**config.mk**
```make
export PLATFORM = sky130hd
export DESIGN_NAME = ssd1306_ctrl
export DESIGN_NICKNAME = d
export VERILOG_FILES = /design/src/rtl/ssd1306_pkg.sv /design/src/rtl/ssd1306_init_rom.sv /design/src/rtl/ssd1306_ctrl.sv
export SDC_FILE = /design/constraint.sdc
export NUM_CORES = 1
export LEC_CHECK = 0
export BUFFER_PORTS_ARGS = -buffer_cell sky130_fd_sc_hd__buf_2
export CAP_MARGIN = 20
export CELL_PAD_IN_SITES_DETAIL_PLACEMENT = 1
export CELL_PAD_IN_SITES_GLOBAL_PLACEMENT = 1
export CORE_MARGIN = 10
export CORE_UTILIZATION = 48
export CTS_BUF_LIST = sky130_fd_sc_hd__clkbuf_2
export DETAILED_ROUTE_END_ITERATION = 12
export PLACE_DENSITY_LB_ADDON = 0.1
export REMOVE_ABC_BUFFERS = 1
export SLEW_MARGIN = 0
export SYNTH_ARGS = -nofsm -noshare
export SYNTH_HDL_FRONTEND = slang
export SYNTH_HIERARCHICAL = 1
export SYNTH_SLANG_ARGS = --single-unit
```
**constraint.sdc**
```tcl
create_clock -name i_clk -period 6.7 [get_ports i_clk]
set_input_delay 0 -clock i_clk [delete_from_list [all_inputs] [get_ports i_clk]]
set_output_delay 0 -clock i_clk [all_outputs]
set_load 0.01 [all_outputs]
```
**src/rtl/ssd1306_pkg.sv**
```systemverilog
// Shared types and constants for the SSD1306 panel controller:
// FSM states, control bytes, framebuffer size and the power-up command list.
package ssd1306_pkg;

  localparam int unsigned INIT_LEN = 31;
  localparam int unsigned FB_BYTES = 1024;
  localparam int unsigned IDX_W    = 5;
  localparam int unsigned CNT_W    = 11;
  localparam int unsigned FB_AW    = 10;

  localparam logic [7:0] CTRL_CMD  = 8'h00;
  localparam logic [7:0] CTRL_DATA = 8'h40;

  typedef enum logic [2:0] {
    S_POR,
    S_CMD_ISSUE,
    S_CMD_WAIT,
    S_DATA_LOAD,
    S_DATA_ISSUE,
    S_DATA_STREAM,
    S_DATA_END,
    S_GAP
  } state_t;

  // Panel bring-up sequence, ending with a full-screen column/page window
  localparam logic [7:0] INIT_CMDS [INIT_LEN] = '{
    8'hAE, 8'hD5, 8'h80, 8'hA8, 8'h3F, 8'hD3, 8'h00, 8'h40,
    8'h8D, 8'h14, 8'h20, 8'h00, 8'hA1, 8'hC8, 8'hDA, 8'h12,
    8'h81, 8'hCF, 8'hD9, 8'hF1, 8'hDB, 8'h40, 8'hA4, 8'hA6,
    8'hAF,
    8'h21, 8'h00, 8'h7F, 8'h22, 8'h00, 8'h07
  };

endpackage

```
**src/rtl/ssd1306_init_rom.sv**
```systemverilog
// Combinational lookup of the init command list; indices past the end read 0.
module ssd1306_init_rom
  import ssd1306_pkg::*;
(
  input  logic [IDX_W-1:0] i_idx,
  output logic [7:0]       o_cmd_c
);

  always_comb begin
    o_cmd_c = 8'h00;
    if (32'(i_idx) < INIT_LEN) o_cmd_c = INIT_CMDS[i_idx];
  end

endmodule

```
**src/rtl/ssd1306_ctrl.sv**
```systemverilog
// SSD1306 controller feeding an I2C master: power-on delay, init command list,
// then endless 1024-byte framebuffer bursts with an optional inter-frame gap.
module ssd1306_ctrl
  import ssd1306_pkg::*;
#(
  parameter int unsigned CLK_FRE      = 50,
  parameter int unsigned POR_MS       = 100,
  parameter int unsigned FRAME_GAP_MS = 0,
  parameter logic [7:0]  SLAVE_ADDR   = 8'h78
) (
  input  logic             i_clk,
  input  logic             i_rst,
  output logic             o_slave_addr_ex,
  output logic [15:0]      o_slave_addr,
  output logic             o_send_rw,
  output logic [7:0]       o_reg_addr,
  output logic             o_send_en,
  input  logic             i_send_busy,
  input  logic             i_brust_ready,
  output logic             o_brust_vaild,
  output logic [7:0]       o_send_data,
  output logic [FB_AW-1:0] o_fb_addr,
  input  logic [7:0]       i_fb_data,
  output logic             o_init_done,
  output logic             o_frame_done
);

  localparam int unsigned MS_CYC    = CLK_FRE * 1000;
  localparam int unsigned MS_W      = (MS_CYC > 1) ? $clog2(MS_CYC) : 1;
  localparam int unsigned MSN_W     = 16;
  localparam int unsigned LAST_BYTE = FB_BYTES - 1;

  state_t             r_state;
  logic [1:0]         r_busy_sync;
  logic [2:0]         r_rdy_sync;
  logic [MS_W-1:0]    r_ms_cnt;
  logic [MSN_W-1:0]   r_ms_num;
  logic [IDX_W-1:0]   r_cmd_idx;
  logic [CNT_W-1:0]   r_byte_cnt;

  logic               w_busy;
  logic               w_rdy_rise;
  logic               w_timing;
  logic               w_ms_tick;
  logic [MSN_W-1:0]   w_delay_ms;
  logic               w_delay_done;
  logic               w_last_byte;
  logic [FB_AW-1:0]   w_next_addr;
  logic [7:0]         w_rom_cmd;

  assign o_slave_addr_ex = 1'b0;
  assign o_slave_addr    = {8'h00, SLAVE_ADDR};
  assign o_send_rw       = 1'b0;

  assign w_busy       = r_busy_sync[1];
  assign w_rdy_rise   = r_rdy_sync[1] & ~r_rdy_sync[2];
  assign w_timing     = (r_state == S_POR) || (r_state == S_GAP);
  assign w_ms_tick    = (r_ms_cnt == MS_W'(MS_CYC - 1));
  assign w_delay_ms   = (r_state == S_GAP) ? MSN_W'(FRAME_GAP_MS) : MSN_W'(POR_MS);
  assign w_delay_done = (r_ms_num >= w_delay_ms);
  assign w_last_byte  = (r_byte_cnt == CNT_W'(LAST_BYTE));
  // Address of the byte after the current one; wraps to 0 after the last byte
  assign w_next_addr  = FB_AW'(r_byte_cnt + CNT_W'(1));

  ssd1306_init_rom u_init_rom (
    .i_idx   (r_cmd_idx),
    .o_cmd_c (w_rom_cmd)
  );

  // Two-flop synchronisers; the extra ready flop provides the edge reference
  always_ff @(posedge i_clk) begin
    if (i_rst) begin
      r_busy_sync <= '0;
      r_rdy_sync  <= '0;
    end else begin
      r_busy_sync <= {r_busy_sync[0], i_send_busy};
      r_rdy_sync  <= {r_rdy_sync[1:0], i_brust_ready};
    end
  end

  // Millisecond timer, live only in the delay states and cleared elsewhere
  always_ff @(posedge i_clk) begin
    if (i_rst || !w_timing) begin
      r_ms_cnt <= '0;
      r_ms_num <= '0;
    end else if (w_ms_tick) begin
      r_ms_cnt <= '0;
      if (!w_delay_done) r_ms_num <= r_ms_num + MSN_W'(1);
    end else begin
      r_ms_cnt <= r_ms_cnt + MS_W'(1);
    end
  end

  always_ff @(posedge i_clk) begin
    if (i_rst) begin
      r_state       <= S_POR;
      r_cmd_idx     <= '0;
      r_byte_cnt    <= '0;
      o_send_en     <= 1'b0;
      o_brust_vaild <= 1'b0;
      o_send_data   <= '0;
      o_reg_addr    <= '0;
      o_fb_addr     <= '0;
      o_init_done   <= 1'b0;
      o_frame_done  <= 1'b0;
    end else begin
      o_frame_done <= 1'b0;
      case (r_state)
        S_POR: begin
          if (w_delay_done && !w_busy) begin
            r_cmd_idx <= '0;
            r_state   <= S_CMD_ISSUE;
          end
        end

        S_CMD_ISSUE: begin
          if (o_send_en && w_busy) begin
            o_send_en <= 1'b0;
            r_state   <= S_CMD_WAIT;
          end else begin
            o_send_en     <= 1'b1;
            o_reg_addr    <= CTRL_CMD;
            o_send_data   <= w_rom_cmd;
            o_brust_vaild <= 1'b0;
          end
        end

        S_CMD_WAIT: begin
          if (!w_busy) begin
            if (r_cmd_idx == IDX_W'(INIT_LEN - 1)) begin
              o_init_done <= 1'b1;
              r_byte_cnt  <= '0;
              r_state     <= S_DATA_LOAD;
            end else begin
              r_cmd_idx <= r_cmd_idx + IDX_W'(1);
              r_state   <= S_CMD_ISSUE;
            end
          end
        end

        // fb_addr already holds byte_cnt, so fb_data is valid on entry
        S_DATA_LOAD: begin
          o_send_data   <= i_fb_data;
          o_brust_vaild <= !w_last_byte;
          if (r_byte_cnt == '0) begin
            r_state <= S_DATA_ISSUE;
          end else begin
            o_fb_addr <= w_next_addr;
            r_state   <= S_DATA_STREAM;
          end
        end

        S_DATA_ISSUE: begin
          if (o_send_en && w_busy) begin
            o_send_en <= 1'b0;
            o_fb_addr <= w_next_addr;
            r_state   <= S_DATA_STREAM;
          end else begin
            o_send_en  <= 1'b1;
            o_reg_addr <= CTRL_DATA;
          end
        end

        S_DATA_STREAM: begin
          if (w_rdy_rise) begin
            if (!w_last_byte) begin
              r_byte_cnt <= r_byte_cnt + CNT_W'(1);
              r_state    <= S_DATA_LOAD;
            end else begin
              r_state <= S_DATA_END;
            end
          end
        end

        S_DATA_END: begin
          if (!w_busy) begin
            o_frame_done <= 1'b1;
            o_fb_addr    <= '0;
            r_state      <= S_GAP;
          end
        end

        S_GAP: begin
          if (w_delay_done) begin
            r_byte_cnt <= '0;
            r_state    <= S_DATA_LOAD;
          end
        end

        default: r_state <= S_POR;
      endcase
    end
  end

endmodule

```
== After elaboration in Yosys (flattened, before gate mapping) ==
Memories as Yosys holds them, arrays and structs flattened.
Cells that the tools add are included.
Storage, ports and cells
  bits in registers: 86
  latch bits: 0
  RAM bits: 0
  ROM bits: 256
  output and inout bits: 48
  word-level logic and storage cells: 114
  memories: 1
Cells by class
  $add $sub $neg: 4
  multiply operators: 0
  divide/modulo/power cells: 0
  order comparisons: 3
  equal/unequal tests: 23
  shift-type cells: 0
  mux-type cells: 38
  bitwise gates (word level): 6
  reduce and logical (&&, ||, !) cells: 25
Memories
  (name not given): words 32, width 8, read ports 1, clocked after memory_dff 0, write ports 0, RTL line ssd1306_init_rom.sv:11  | if (32'(i_idx) < INIT_LEN) o_cmd_c = INIT_CMDS[i_idx];
Operators by type and width (count)
  two-way mux 11 bit: 5
  two-way mux 8 bit: 6
  one-hot mux 11 bit (3 select lines): 1
  adder 16 x 1 -> 16 bit, second input constant: 2
  one-hot mux 8 bit (2 select lines): 2
  two-way mux 10 bit: 3
  one-hot mux 10 bit (3 select lines): 1
  two-way mux 3 bit: 8
  != test 2 bit, second input constant: 12
  one-hot mux 3 bit (8 select lines): 1
  equality test 16 bit, second input constant: 1
  >= comparator 16 x 7 -> 1 bit: 1
  two-way mux 5 bit: 3
  equality test 3 bit, second input constant: 4
  adder 11 x 1 -> 11 bit, second input constant: 1
  equality test 11 x 10 -> 1 bit, second input constant: 1
  logical NOT 11 bit: 1
  one-hot mux 5 bit (2 select lines): 1
  AND reduction 4 bit: 2
  two-way mux 7 bit: 1
  AND reduction 7 bit: 1
  equality test 3 x 2 -> 1 bit, second input constant: 2
  >= comparator 6 bit, second input constant: 1
  NOT 5 -> 6 bit: 1
  20 further kinds: 37

== Depth between registers and ports, before layout ==
Gate-level depths: netlist of run 1.
  depth after elaboration: 7
  depth in mapped cells: 11

== Hierarchy ==
Netlist of run 1, hierarchy kept.
Modules (own cells, without submodules)
  ssd1306_ctrl: instances 1, cells an instance 470, area an instance 4001.3 um^2, sequential area each 1581.5 um^2
  ssd1306_init_rom: instances 1, cells an instance 74, area an instance 536.8 um^2, sequential area each 0.0 um^2

== Least setup slack after synthesis of run 1 ==
Ideal clock, no wire load.
  path type: reg2reg
  start point: register r_state[1]
  end point: register r_ms_num[3]
  setup time: 0.116 ns
  arrival time: 2.319 ns
  required time: 6.584 ns
  path slack: 4.265 ns
  cell stages (with the launch flop): 11
  cell sequence: dfxtp_1 > buf_6 > inv_1 > nor2_1 > inv_2 > ha_1 > a21boi_1 > a31oi_1 > nor4_4 > a21oi_1 > a31o_2
Between the ends
  word-level cells in the longest chain between the ends: 5
Ends and longest elaborated chain
  from (decl): RTL line ssd1306_ctrl.sv:33  | state_t r_state;
  from (signal assigned): RTL line ssd1306_ctrl.sv:96  | r_state <= S_POR;
  from (signal assigned): RTL line ssd1306_ctrl.sv:112  | r_state <= S_CMD_ISSUE;
  from (signal assigned): RTL line ssd1306_ctrl.sv:119  | r_state <= S_CMD_WAIT;
  equality test 3 bit: RTL line ssd1306_ctrl.sv:57, ssd1306_ctrl.sv:59
  two-way mux 7 bit: RTL line ssd1306_ctrl.sv:59  | assign w_delay_ms = (r_state == S_GAP) ? MSN_W'(FRAME_GAP_MS) : MSN_W'(POR_MS);
  >= comparator 16 x 7 -> 1 bit: RTL line ssd1306_ctrl.sv:60  | assign w_delay_done = (r_ms_num >= w_delay_ms);
  NOT 1 bit (no line)
  AND reduction 2 bit (no line)
  to (signal assigned): RTL line ssd1306_ctrl.sv:88  | if (!w_delay_done) r_ms_num <= r_ms_num + MSN_W'(1);
  to (decl): RTL line ssd1306_ctrl.sv:37  | logic [MSN_W-1:0] r_ms_num;
Parallel ways exist; a longest one is shown, timed or not.
A chain may end at the register's enable or synchronous reset.

== Final worst setup path of run 1 ==
  start point: register r_state[1]
  end point: register r_cmd_idx[3]
Between the ends
  word-level cells in the longest chain between the ends: 6
Ends and longest elaborated chain
  equality test 3 bit: RTL line ssd1306_ctrl.sv:59
  two-way mux 7 bit: RTL line ssd1306_ctrl.sv:59
  >= comparator 16 x 7 -> 1 bit: RTL line ssd1306_ctrl.sv:60
  logical AND 1 bit: RTL line ssd1306_ctrl.sv:110  | if (w_delay_done && !w_busy) begin
  != test 2 x 1 -> 1 bit (no line)
  AND reduction 4 bit (no line)
  to (signal assigned): RTL line ssd1306_ctrl.sv:135  | r_cmd_idx <= r_cmd_idx + IDX_W'(1);
  to (decl): RTL line ssd1306_ctrl.sv:38  | logic [IDX_W-1:0] r_cmd_idx;
Parallel ways exist; a longest one is shown, timed or not.

==> results.env, run 1 <==
CTSHTREEMAXLEVEL=3
TOTALWIRELENGTH_MM=11.4
DESIGN_POWER_TOTAL_mW=0.823
DETAILED_PLACE.AREA_SQ_UM=4620
YOSYS_WARNINGS=6
POWER_DENSITY_OF_THE_PLACED_CELLS_nW_PER_UM2=167
NUMCTSBUFFERS=9
CLK-INSERTION-DELAY-LATE_NS=0.52
DETAIL_ROUTE.DRC_VIOLATIONS=0
ANTENNA_VIOLATING_NETS_POST_ROUTE=0
IR_DROP_mV=0.0885
FP-ROW-COUNT=35
GRT.OVERFLOW.TOTAL=0
CRITICAL_PATH.ENDPOINT_TYPE='flop'
HOLD_PATH.CLASS='primary input to flop'
DR.FIRST_ITER.DRC_COUNT=113
GP_ROUTABILITY_CONGESTION=0.817
CLOCK_SINK_COUNT=79
WORST_SETUP_PATH_CLASS='flop to flop'
DIE_X_MICRONS=117
FINALWORSTPATHREQUIREDPERIOD_NS=3.39
YS_FF_LATCH=79
DRTPASS1ITERATIONS=4
SYNTHESIS.AREA_SQ_UM=4540
DRV_CAP=0
POST_SYNTH_MOST_FREQUENT_CELLS='79 x dfxtp_1, 78 x nor2_1, 37 x nand2_1, 34 x a21oi_1, 29 x buf_4'
CRIT_ARRIVAL_NS=3.84
PORTBUFFERS=34
IOPINCOUNT=60
POWER.STATIC_LEAKAGE_nW=1.96
TIMING_HOLD_VIOLATIONS_FINAL=0
POST_SYNTH_INST_COUNT=544
WIRE_LENGTH_OF_THE_FIRST_GLOBAL_ROUTING_PASS_MM=18.9
EFFECTIVE_UTILIZATION_AT_FLOORPLAN=0.491
DIE-AREA_SQ_UM=13700
YS_TOP_CELLS_BY_AREA='dfxtp_1 35%, nor2_1 6.5%, buf_4 4.8%'
YOSYS.CELL_COUNT.TOP_TYPE='dfxtp_1'
SYNTH-MAIN-FF-CELL='dfxtp_1'
YS_TYPES=66
SYNTH-EDFF-COUNT=0
TIMING.FINAL.MAX_SLEW_VIOLATIONS=0
MAX_CLOCK_FREQ_GHz=0.295
GRT.TOTAL_USAGE=0.168
FINAL_CELL_AREA_SQ_UM=4940
LAYOUT-DRIVE-GT1-SHARE=0.118
POST-SYNTH-TOP-AREA-FRACTION=0.348
WL_PER_CELL_MICRONS=16.0
VIA_COUNT_OF_THE_FIRST_GLOBAL_ROUTING_PASS=3987
FLOORPLAN.DIE.HEIGHT_MICRONS=117
FINALCRITPERIODSHARE=0.507
GRT_ANTENNA_BEFORE_REPAIR=0
REG2REGPATHDEPTH=9
CLK_ROOT_BUFFER_CELL='clkbuf_2'
FINALNETCOUNT=607
CLOCK_SKEW_NS=0.0318
TIMING_WORST_SLEW_PIN_VALUE_NS=1.02
SYNTHDOMINANTAREACELLTYPE='dfxtp_1'
OUTCOME='completed'
CTS_TREE='done'
CTSLONGESTPATHBUFFERS=2
POSTCTSSETUPBUFFERS=0
VIAS_PER_CELL=5.47
TNS_NS=0
SYNTH.AVG_CELL_AREA_SQ_UM=8.34
HPWL_MM=8.00
CORE_AREA_SQ_UM=9240
GRT_MAX_DEGREE=46
TIMING.SLEW.HEADROOM=0.317
HOLDPATHSTAGES=6
TIMING.CRITICAL_PATH.REQUIRED_NS=7.15
TIMING.CRITICAL_PATH.FANOUT_MAX=17
WORST-R2R-SETUP-SLACK_NS=3.31
DETAILROUTE.VIA_COUNT=3909
ASYNCSETRESETFLOPFRACSYNTH=0
SYNTH_SEQ_AREA_SHARE=0.348
DIODES=0
CRITICAL_PATH.STARTPOINT_TYPE='flop'
AREA.GROWTH.SYNTH_TO_FINAL_PCT=8.85
CLK_PIN_SLEW_WORST_PATHS_NS=0.23
TIMING.FINAL.SETUP_VIOLATIONS=0
UNREPAIRED_SETUP_ENDPOINTS_AFTER_GLOBAL_ROUTING='false'
[metal layers]
layer	GRT usage	wire [microns]
met1	0.196	5120
met2	0.304	5730
met3	0.0382	416
met4	0.0362	135
met5	0	0
[cell type report]
type	instances	area, sq um
Clock buffer	9	45.0
Fill cell	1153	4300
Tap cell	129	161
Inverter	20	75.1
Clock inverter	7	104
Timing Repair Buffer	52	345
Multi-Input combinational cell	418	2630
Sequential cell	79	1580
[cells in the final DEF (no fill, tap or decap), types with 12 or more instances in the layout]
cell type / synthesis / layout
nor2_1: 78 / 78
nand2_1: 37 / 37
dfxtp_1: 79 / 79
o21ai_0: 13 / 13
dlygate4sd3_1: 0 / 16
xnor2_1: 17 / 17
buf_2: 4 / 34
inv_1: 18 / 18
nand3_1: 17 / 17
mux2i_1: 18 / 18
a21oi_1: 34 / 34
nand4_1: 12 / 12
conb_1: 2 / 25
ha_1: 15 / 15
[critical path: stages (launching register included)]
cell and delay (ns):
dfxtp_1 0.75, inv_1 0.29, nor2_1 0.25, inv_2 0.13, ha_1 0.31, a21boi_1 0.35
a21oi_1 0.18, o31ai_1 0.68, o21ai_0 0.21, a21oi_1 0.19
[power by group]
group	internal (mW)	total, mW	switching, mW
registers	0.474	0.477	0.00255
logic	0.0112	0.0315	0.0202
clock network	0.130	0.315	0.185
[cells by family (layout without fill, tap and decap cells)]
family | after synthesis | count (layout) | synth area share
xor+xnor | 27 | 27 | 0.0521
flops | 79 | 79 | 0.348
buf+inv | 70 | 88 | 0.0915
simple gates | 219 | 219 | 0.243
compound gates | 111 | 111 | 0.169
other cells | 2 | 25 | 0.00165
fa+ha+maj | 15 | 15 | 0.0414
mux | 21 | 21 | 0.0521
[path summary, 6_finish.rpt]
path                  startpoint             end
hold / removal      i_fb_data[3]  o_send_data[3]
setup reg to reg      r_state[1]    r_cmd_idx[3]
setup / recovery      r_state[1]    r_cmd_idx[3]
hold reg to reg   r_busy_sync[0]  r_busy_sync[1]
[sequential cells by signal, indices dropped and copies added, names as in the netlist, 3 cells and up]
name	count
o_send_data	8
r_ms_num	16
r_ms_cnt	16
r_cmd_idx	5
o_fb_addr	10
r_state	3
r_rdy_sync	3
r_byte_cnt	11
[stage by stage]
| stage | hold WS (ns) | util | cells | worst slack, ns |
|---|---|---|---|---|
| after floorplan | 0.0691 | - | 517 | 4.03 |
| after global placement | 0.214 | 0.500 | 681 | 3.63 |
| after detailed placement | 0.218 | 0.500 | 681 | 3.36 |
| after CTS | 0.343 | 0.534 | 713 | 3.33 |
| after global routing | 0.353 | 0.535 | 714 | 2.96 |
| final | 0.379 | 0.535 | 714 | 3.31 |
[what timing repair did]
item / 4_1_cts / 5_1_grt
hold buffers: 16 / 0
resized for setup: 0 / 0
hold endpoints to repair: 23 / 0
Power figures use the tool's default switching activity.
==> run 2, diff against run 1 <==
--- a/config.mk
+++ b/config.mk
@@ -5,12 +5,13 @@
 export SDC_FILE = /design/constraint.sdc
 export NUM_CORES = 1
 export LEC_CHECK = 0
+export ABC_AREA = 1
 export BUFFER_PORTS_ARGS = -buffer_cell sky130_fd_sc_hd__buf_2
 export CAP_MARGIN = 20
 export CELL_PAD_IN_SITES_DETAIL_PLACEMENT = 1
 export CELL_PAD_IN_SITES_GLOBAL_PLACEMENT = 1
 export CORE_MARGIN = 10
-export CORE_UTILIZATION = 48
+export CORE_UTILIZATION = 38
 export CTS_BUF_LIST = sky130_fd_sc_hd__clkbuf_2
 export DETAILED_ROUTE_END_ITERATION = 12
 export PLACE_DENSITY_LB_ADDON = 0.1
==> constraint.sdc (replaced) <==
create_clock -name i_clk -period 2.75 [get_ports i_clk]
set_input_delay 0 -clock i_clk [delete_from_list [all_inputs] [get_ports i_clk]]
set_output_delay 0 -clock i_clk [all_outputs]
set_load 0.01 [all_outputs]
==> results.env, run 2 <==
TIMING.FINAL.MAX_SLEW_VIOLATIONS=0  # unchanged
OUTCOME='completed'
POSTCTSSETUPBUFFERS=0  # unchanged
POWER_FRAC_SEQ=0.383  # -0.196
GRT.OVERFLOW.TOTAL=0  # unchanged
DIE-AREA_SQ_UM=16400  # +19%
TIMING.FINAL.SETUP_VIOLATIONS=0  # unchanged
SWITCHING_POWER_mW=1.72  # +730%
CRIT_CHAIN='nand3_2, ha_1, nand2_1, inv_1, nor2_1, nand2_1, nand2_1, nand2_2, nor3_4, inv_1, nand2_1, a21oi_1'
DETAILED_PLACE.AREA_SQ_UM=4640  # +0.38%
GP_ROUTABILITY_CONGESTION=0.863  # +5.6%
SHARE_COMB_OF_TOTAL_POWER=0.448  # +0.410
GRT_MAX_DEGREE=21  # -54%
TNS_NS=0  # unchanged
YS_TYPES=36  # -45%
ASYNCSETRESETFLOPFRACSYNTH=0  # unchanged
POST-SYNTH-TOP-AREA-FRACTION=0.357  # +0.00816
POST_SYNTH_MOST_FREQUENT_CELLS='174 x nand2_1, 86 x nor2_1, 79 x dfxtp_1, 72 x inv_1, 42 x a21oi_1'
DESIGN_POWER_TOTAL_mW=3.79  # +360%
WIRE_LENGTH_OF_THE_FIRST_GLOBAL_ROUTING_PASS_MM=19.7  # +4.2%
POWER.STATIC_LEAKAGE_nW=2.23  # +14%
CP.BUFFERS_INVERTERS=2  # unchanged
FLOORPLAN.DIE.HEIGHT_MICRONS=128  # +9.2%
FINALNETCOUNT=734  # +21%
TOTALWIRELENGTH_MM=11.6  # +1.4%
FINALCRITPERIODSHARE=0.829  # +0.323
WORST_SETUP_PATH_CLASS='flop to flop'
TIMING.CRITICAL_PATH.REQUIRED_NS=3.22  # -3.93 ns
INTPOWER_mW=2.07  # +240%
CTS_HOLD_BUF=13  # -3
TIMING.SLEW.HEADROOM=0.635  # +0.318
IOPINCOUNT=60  # unchanged
SYNTH_SEQ_AREA_SHARE=0.357  # +0.00816
DETAILROUTE.VIA_COUNT=4160  # +6.4%
WORST_PATH_DOMINANT_CELL_FAMILY='simple AND/OR/NAND/NOR gates'
CTS_TREE='done'
UNREPAIRED_SETUP_ENDPOINTS_AFTER_GLOBAL_ROUTING='false'
YS_FF_LATCH=79  # unchanged
WL_PER_CELL_MICRONS=13.5  # -15%
TIMING.CRITICAL_PATH.FANOUT_MAX=9  # -8
DIODES=0  # unchanged
DETAIL_ROUTE.DRC_VIOLATIONS=0  # unchanged
DRV_CAP=0  # unchanged
CLOCK_SKEW_NS=0.0216  # -0.0102 ns
LARGESTREGISTERS='r_ms_cnt (16), r_ms_num (16), r_byte_cnt (11)'
POST_SYNTH_INST_COUNT=660  # +21%
SETUP_WS_NS=0.470  # -2.84 ns
TIMING_HOLD_VIOLATIONS_FINAL=0  # unchanged
POWER_FRAC_CLOCK=0.169  # -0.214
EFFECTIVE_UTILIZATION_AT_FLOORPLAN=0.388  # -0.103
IR_DROP_mV=0.453  # +410%
CTSHTREEMAXLEVEL=3  # unchanged
HPWL_MM=8.83  # +10%
DR.FIRST_ITER.DRC_COUNT=167  # +48%
CLOCK_SINK_COUNT=79  # unchanged
CRITICAL_PATH.ENDPOINT_TYPE='flop'
CORE_AREA_SQ_UM=11400  # +24%
CRIT_ARRIVAL_NS=2.75  # -1.09 ns
CTSLONGESTPATHBUFFERS=2  # unchanged
LAYOUT.CELLS.MOST_COMMON='nand2_1'
FINAL_CELL_AREA_SQ_UM=4880  # -1.3%
CRITICAL_PATH.SLOWEST_CELL='dfxtp_1'
POWER_DENSITY_OF_THE_PLACED_CELLS_nW_PER_UM2=777  # +370%
SYNTH.AVG_CELL_AREA_SQ_UM=6.72  # -19%
SYNTHDOMINANTAREACELLTYPE='dfxtp_1'
SYNTHESIS.AREA_SQ_UM=4430  # -2.3%
SYNTH-EDFF-COUNT=0  # unchanged
PORTBUFFERS=34  # unchanged
GRT_ANTENNA_BEFORE_REPAIR=0  # unchanged
LAYOUT_COMMON_CELLS='174 x nand2_1, 86 x nor2_1, 79 x dfxtp_1'
VIA_COUNT_OF_THE_FIRST_GLOBAL_ROUTING_PASS=4164  # +4.4%
CLK-INSERTION-DELAY-LATE_NS=0.59  # +0.07 ns
CRITICAL_PATH.STARTPOINT_TYPE='flop'
POST_CTS_RESIZE_COUNT=0  # unchanged
CLK_PIN_SLEW_WORST_PATHS_NS=0.21  # -0.02 ns
YOSYS_WARNINGS=6  # unchanged
HOLD_PATH.CLASS='primary input to flop'
FINALWORSTPATHREQUIREDPERIOD_NS=2.28  # -1.11 ns
AREA.GROWTH.SYNTH_TO_FINAL_PCT=9.99
POST-PLACE-WS_NS=0.478  # -2.89 ns
HOLDWS_NS=0.209  # -0.170 ns
CP_COMMON_CELL='nand2_1'
TIMING_WORST_SLEW_PIN_VALUE_NS=0.547  # -0.476 ns
FP-ROW-COUNT=39  # +11%
DIE_X_MICRONS=128  # +9.2%
NUMCTSBUFFERS=9  # unchanged
MAX_CLOCK_FREQ_GHz=0.439  # +49%
LAYOUT-DRIVE-GT1-SHARE=0.118  # about the same
CLK_ROOT_BUFFER_CELL='clkbuf_2'
YOSYS.CELL_COUNT.TOP_TYPE='nand2_1'
GRT.TOTAL_USAGE=0.144  # -0.0238
SYNTH-MAIN-FF-CELL='dfxtp_1'
NETSWITCHINGFRACTION=0.454  # +0.202
YS_TOP_CELLS_BY_AREA='dfxtp_1 36%, nand2_1 15%, nor2_1 7.3%'
ANTENNA_VIOLATING_NETS_POST_ROUTE=0  # unchanged
CRIT_PATH_MAX_INCR_DELAY_NS=0.56  # -0.19 ns
VIAS_PER_CELL=4.87  # -11%
DRTPASS1ITERATIONS=4  # unchanged
==> run 2: kinds of logic (layout without fill, tap and decap cells) <==
kind of cell / after synthesis / after routing / synth area share
xor+xnor: 16 / 16 / 0.0316
compound gates: 96 / 96 / 0.119
simple gates: 332 / 332 / 0.319
flops: 79 / 79 / 0.357
other cells: 2 / 25 / 0.00169
buf+inv: 120 / 149 / 0.130
fa+ha+maj: 15 / 15 / 0.0423
==> run 2: tightest hold or removal path, cell delays in order <==
cell and delay (ns):
dlygate4sd3_1 0.53, buf_2 0.12, nand2_1 0.05, a31oi_1 0.07
==> run 2: power by group through the flow <==
stage	registers (mW)	logic, mW	clock network (mW)
CTS	1.45	1.71	0.669
global route	1.48	1.96	0.710
floorplan	1.50	1.14	0
finish	1.45	1.70	0.640
global placement	1.47	1.66	0
detailed placement	1.48	1.69	0
==> run 2: metrics by stage <==
stage	cells	util
5_1_grt	855	0.427
6_report	855	0.427
4_1_cts	855	0.427
3_3_place_gp	826	0.406
2_1_floorplan	642	-
3_5_place_dp	826	0.406
==> run 2: layer usage <==
| metal | share of wire | global-route usage |
|---|---|---|
| met1 | 0.48 | 0.175 |
| met2 | 0.46 | 0.236 |
| met3 | 0.050 | 0.0393 |
| met4 | 0.017 | 0.0576 |
| met5 | 0 | 0 |
==> run 2: final timing paths <==
check                     start  cells after the start  slack (ns)        endpoint
setup / recovery     r_state[1]                     12        0.47     r_ms_num[5]
hold / removal     i_fb_data[7]                      4        0.21  o_send_data[7]
setup reg to reg     r_state[1]                     12        0.47     r_ms_num[5]
hold reg to reg   r_rdy_sync[0]                      2        0.42   r_rdy_sync[1]
==> run 2: final cells by class <==
| class | count | area, sq um |
|---|---|---|
| Clock buffer | 12 | 60.1 |
| Clock inverter | 4 | 46.3 |
| Fill cell | 1549 | 6540 |
| Inverter | 79 | 297 |
| Multi-Input combinational cell | 484 | 2360 |
| Sequential cell | 79 | 1580 |
| Tap cell | 143 | 179 |
| Timing Repair Buffer | 54 | 353 |
==> run 3, diff against run 2 <==
--- a/config.mk
+++ b/config.mk
@@ -5,13 +5,13 @@
 export SDC_FILE = /design/constraint.sdc
 export NUM_CORES = 1
 export LEC_CHECK = 0
-export ABC_AREA = 1
+export ABC_AREA = 0
 export BUFFER_PORTS_ARGS = -buffer_cell sky130_fd_sc_hd__buf_2
 export CAP_MARGIN = 20
 export CELL_PAD_IN_SITES_DETAIL_PLACEMENT = 1
 export CELL_PAD_IN_SITES_GLOBAL_PLACEMENT = 1
 export CORE_MARGIN = 10
-export CORE_UTILIZATION = 38
+export CORE_UTILIZATION = 45
 export CTS_BUF_LIST = sky130_fd_sc_hd__clkbuf_2
 export DETAILED_ROUTE_END_ITERATION = 12
 export PLACE_DENSITY_LB_ADDON = 0.1
==> constraint.sdc (replaced) <==
create_clock -name i_clk -period 2.2 [get_ports i_clk]
set_input_delay 0 -clock i_clk [delete_from_list [all_inputs] [get_ports i_clk]]
set_output_delay 0 -clock i_clk [all_outputs]
set_load 0.01 [all_outputs]
==> results.env, run 3 (synthesized netlist as in run 1, its figures left out) <==
POWER_FRAC_SEQ=0.622  # +0.239
AREA.GROWTH.SYNTH_TO_FINAL_PCT=16.5
WORST_SETUP_PATH_CLASS='flop to flop'
DIE-AREA_SQ_UM=14500  # -12%
MULTI_INPUT_COMB_AREA_SQ_UM=2770  # +17%
DRV_CAP=0  # unchanged
TIMING.FINAL.MAX_SLEW_VIOLATIONS=0  # unchanged
SETUP_WS_NS=-0.0114  # -0.481 ns
LAYOUT.AREA.SEQ_SQ_UM=1590  # +0.32%
FINALCRITPERIODSHARE=1.01  # +0.176
DESIGN_POWER_TOTAL_mW=2.33  # -38%
IR_DROP_mV=0.317  # -30%
CLK-INSERTION-DELAY-LATE_NS=0.55  # -0.04 ns
TOTALWIRELENGTH_MM=12.1  # +4.2%
VIA_COUNT_OF_THE_FIRST_GLOBAL_ROUTING_PASS=4223  # +1.4%
CRITICAL_PATH_LAUNCH_POINT='r_state[2]'
VIAS_PER_CELL=5.36  # +10%
MAX_CLOCK_FREQ_GHz=0.452  # +3.1%
DETAIL_ROUTE.DRC_VIOLATIONS=0  # unchanged
INTPOWER_mW=1.75  # -15%
GRT_ANTENNA_BEFORE_REPAIR=1  # +1
TIMING.CRITICAL_PATH.FANOUT_MAX=4  # -5
CRITICAL_PATH.STARTPOINT_TYPE='flop'
TIMING.SLEW.HEADROOM=0.663  # +0.0276
CLOCK_SINK_COUNT=79  # unchanged
TIMING.FINAL.SETUP_VIOLATIONS=2  # +2
CLK_PIN_SLEW_WORST_PATHS_NS=0.22  # about the same
FP-ROW-COUNT=36  # -7.7%
UNREPAIRED_SETUP_ENDPOINTS_AFTER_GLOBAL_ROUTING='true'
GP_ROUTABILITY_CONGESTION=0.820  # -4.9%
CTSHTREEMAXLEVEL=3  # unchanged
WL_PER_CELL_MICRONS=16.1  # +19%
FINAL_CELL_COUNT_NO_FILL=751  # -12%
PORTBUFFERS=34  # unchanged
NUMCTSBUFFERS=9  # unchanged
POWER.STATIC_LEAKAGE_nW=2.12  # -4.8%
NETSWITCHINGFRACTION=0.250  # -0.204
FINAL_UTIL=0.538  # +0.111
GRT_MAX_DEGREE=37  # +76%
WORST-R2R-SETUP-SLACK_NS=-0.01  # -0.48 ns
DIE_X_MICRONS=120  # -5.9%
OUTCOME='complete, but fails checks'
HPWL_MM=8.78  # -0.56%
FINALWORSTPATHREQUIREDPERIOD_NS=2.21  # -0.0690 ns
WORSTREG2REGSTART='r_state[2]'
DETAILROUTE.VIA_COUNT=4023  # -3.3%
IOPINCOUNT=60  # unchanged
ANTENNA_VIOLATING_NETS_POST_ROUTE=0  # unchanged
GRT.OVERFLOW.TOTAL=0  # unchanged
CORE_AREA_SQ_UM=9820  # -14%
SWITCHING_POWER_mW=0.583  # -66%
LAYOUT-DRIVE-GT1-SHARE=0.211  # +0.0927
HOLDCRITSTARTPOINT='i_send_busy'
TIMING.CRITICAL_PATH.REQUIRED_NS=2.66  # -0.56 ns
POWER_DENSITY_OF_THE_PLACED_CELLS_nW_PER_UM2=441  # -43%
POST-PLACE-WS_NS=-0.191  # -0.668 ns
PLACED_CELLS_INCL_TAPS=720  # -13%
CRITICAL_PATH.ENDPOINT_TYPE='flop'
CLK_ROOT_BUFFER_CELL='clkbuf_2'
HOLDWS_NS=0.187  # -0.0219 ns
TIMING_WORST_SLEW_PIN_VALUE_NS=0.501  # -0.0459 ns
EFFECTIVE_UTILIZATION_AT_FLOORPLAN=0.462  # +0.0738
GRT.TOTAL_USAGE=0.168  # +0.0241
CTS_TREE='done'
CLOCK_SKEW_NS=0.0266  # +0.00501 ns
CTSLONGESTPATHBUFFERS=2  # unchanged
VIOLATED_CHECKS='negative setup slack'
SHARE_COMB_OF_TOTAL_POWER=0.042  # -0.406
FINALNETCOUNT=639  # -13%
POWER_FRAC_CLOCK=0.336  # +0.167
FILL_CELLS=1227  # -21%
FLOORPLAN.DIE.HEIGHT_MICRONS=120  # -5.9%
TIMING_HOLD_VIOLATIONS_FINAL=0  # unchanged
LAYOUT_COMMON_CELLS='75 x nor2_1, 75 x dfxtp_1, 38 x buf_4'
DR.FIRST_ITER.DRC_COUNT=186  # +11%
CRIT_ARRIVAL_NS=2.67  # -0.08 ns
DRTPASS1ITERATIONS=4  # unchanged
HOLD_PATH.CLASS='primary input to flop'
LARGESTREGISTERS='r_ms_cnt (16), r_ms_num (16), r_byte_cnt (11)'
WIRE_LENGTH_OF_THE_FIRST_GLOBAL_ROUTING_PASS_MM=20.3  # +3.0%
==> run 3: path summary, 6_finish.rpt <==
kind	end	depth (start not counted)
setup reg to reg	r_state[2]	10
setup / recovery	r_state[2]	10
hold / removal	r_busy_sync[0]	3
hold reg to reg	r_busy_sync[1]	1
==> run 3: routing by layer <==
metal  vias to the layer above  global-route usage  part of all wire
met3                        15              0.0289             0.032
met1                      1946               0.202              0.45
met5                         -                   0                 0
met4                         0              0.0769             0.021
met2                        55               0.287              0.50
li1                       2007                   -                 -
==> run 3: area by class of cell <==
| type | count | share of cell area |
|---|---|---|
| sequential | 79 | 0.300 |
| antenna | 1 | 0.000473 |
| clock buffer | 12 | 0.0114 |
| clock inverter | 4 | 0.00876 |
| inverter | 20 | 0.0142 |
| tap | 133 | 0.0315 |
| timing repair buffer | 84 | 0.109 |
| multi-input combinational | 418 | 0.525 |
==> run 3: critical path: stages (launching register included) <==
cell      delay, ns
dfxtp_2        0.39
nand2_2        0.08
nor2_4         0.13
inv_2          0.06
ha_4           0.22
a21boi_4       0.27
a31oi_4        0.15
buf_6          0.15
nor3_4         0.25
o22ai_2        0.15
a311oi_1       0.28
==> run 3: repair_timing <==
item,4_1_cts,5_1_grt
setup endpoints to repair,26,38
setup buffers,1,3
hold buffers,11,0
gates resized for setup,15,17
pin swaps,6,7
endpoints found under the hold margin,27,0
==> run 3: metrics by stage <==
stage | instance area (sq um) | setup TNS, ns
2_1_floorplan | 4280 | -9.45
5_1_grt | 5290 | -1.10
4_1_cts | 5200 | 0
3_3_place_gp | 4890 | -0.0358
6_report | 5290 | -0.0175
3_5_place_dp | 4890 | -2.53
==> run 3: power groups by stage <==
| stage | clock network [mW] | registers [mW] | logic (mW) |
|---|---|---|---|
| final | 0.783 | 1.45 | 0.0981 |
| after global routing | 0.868 | 1.45 | 0.110 |
| after CTS | 0.818 | 1.45 | 0.0935 |
| after detailed placement | 0 | 1.48 | 0.0772 |
| after global placement | 0 | 1.48 | 0.0761 |
| after floorplan | 0 | 1.48 | 0.0428 |
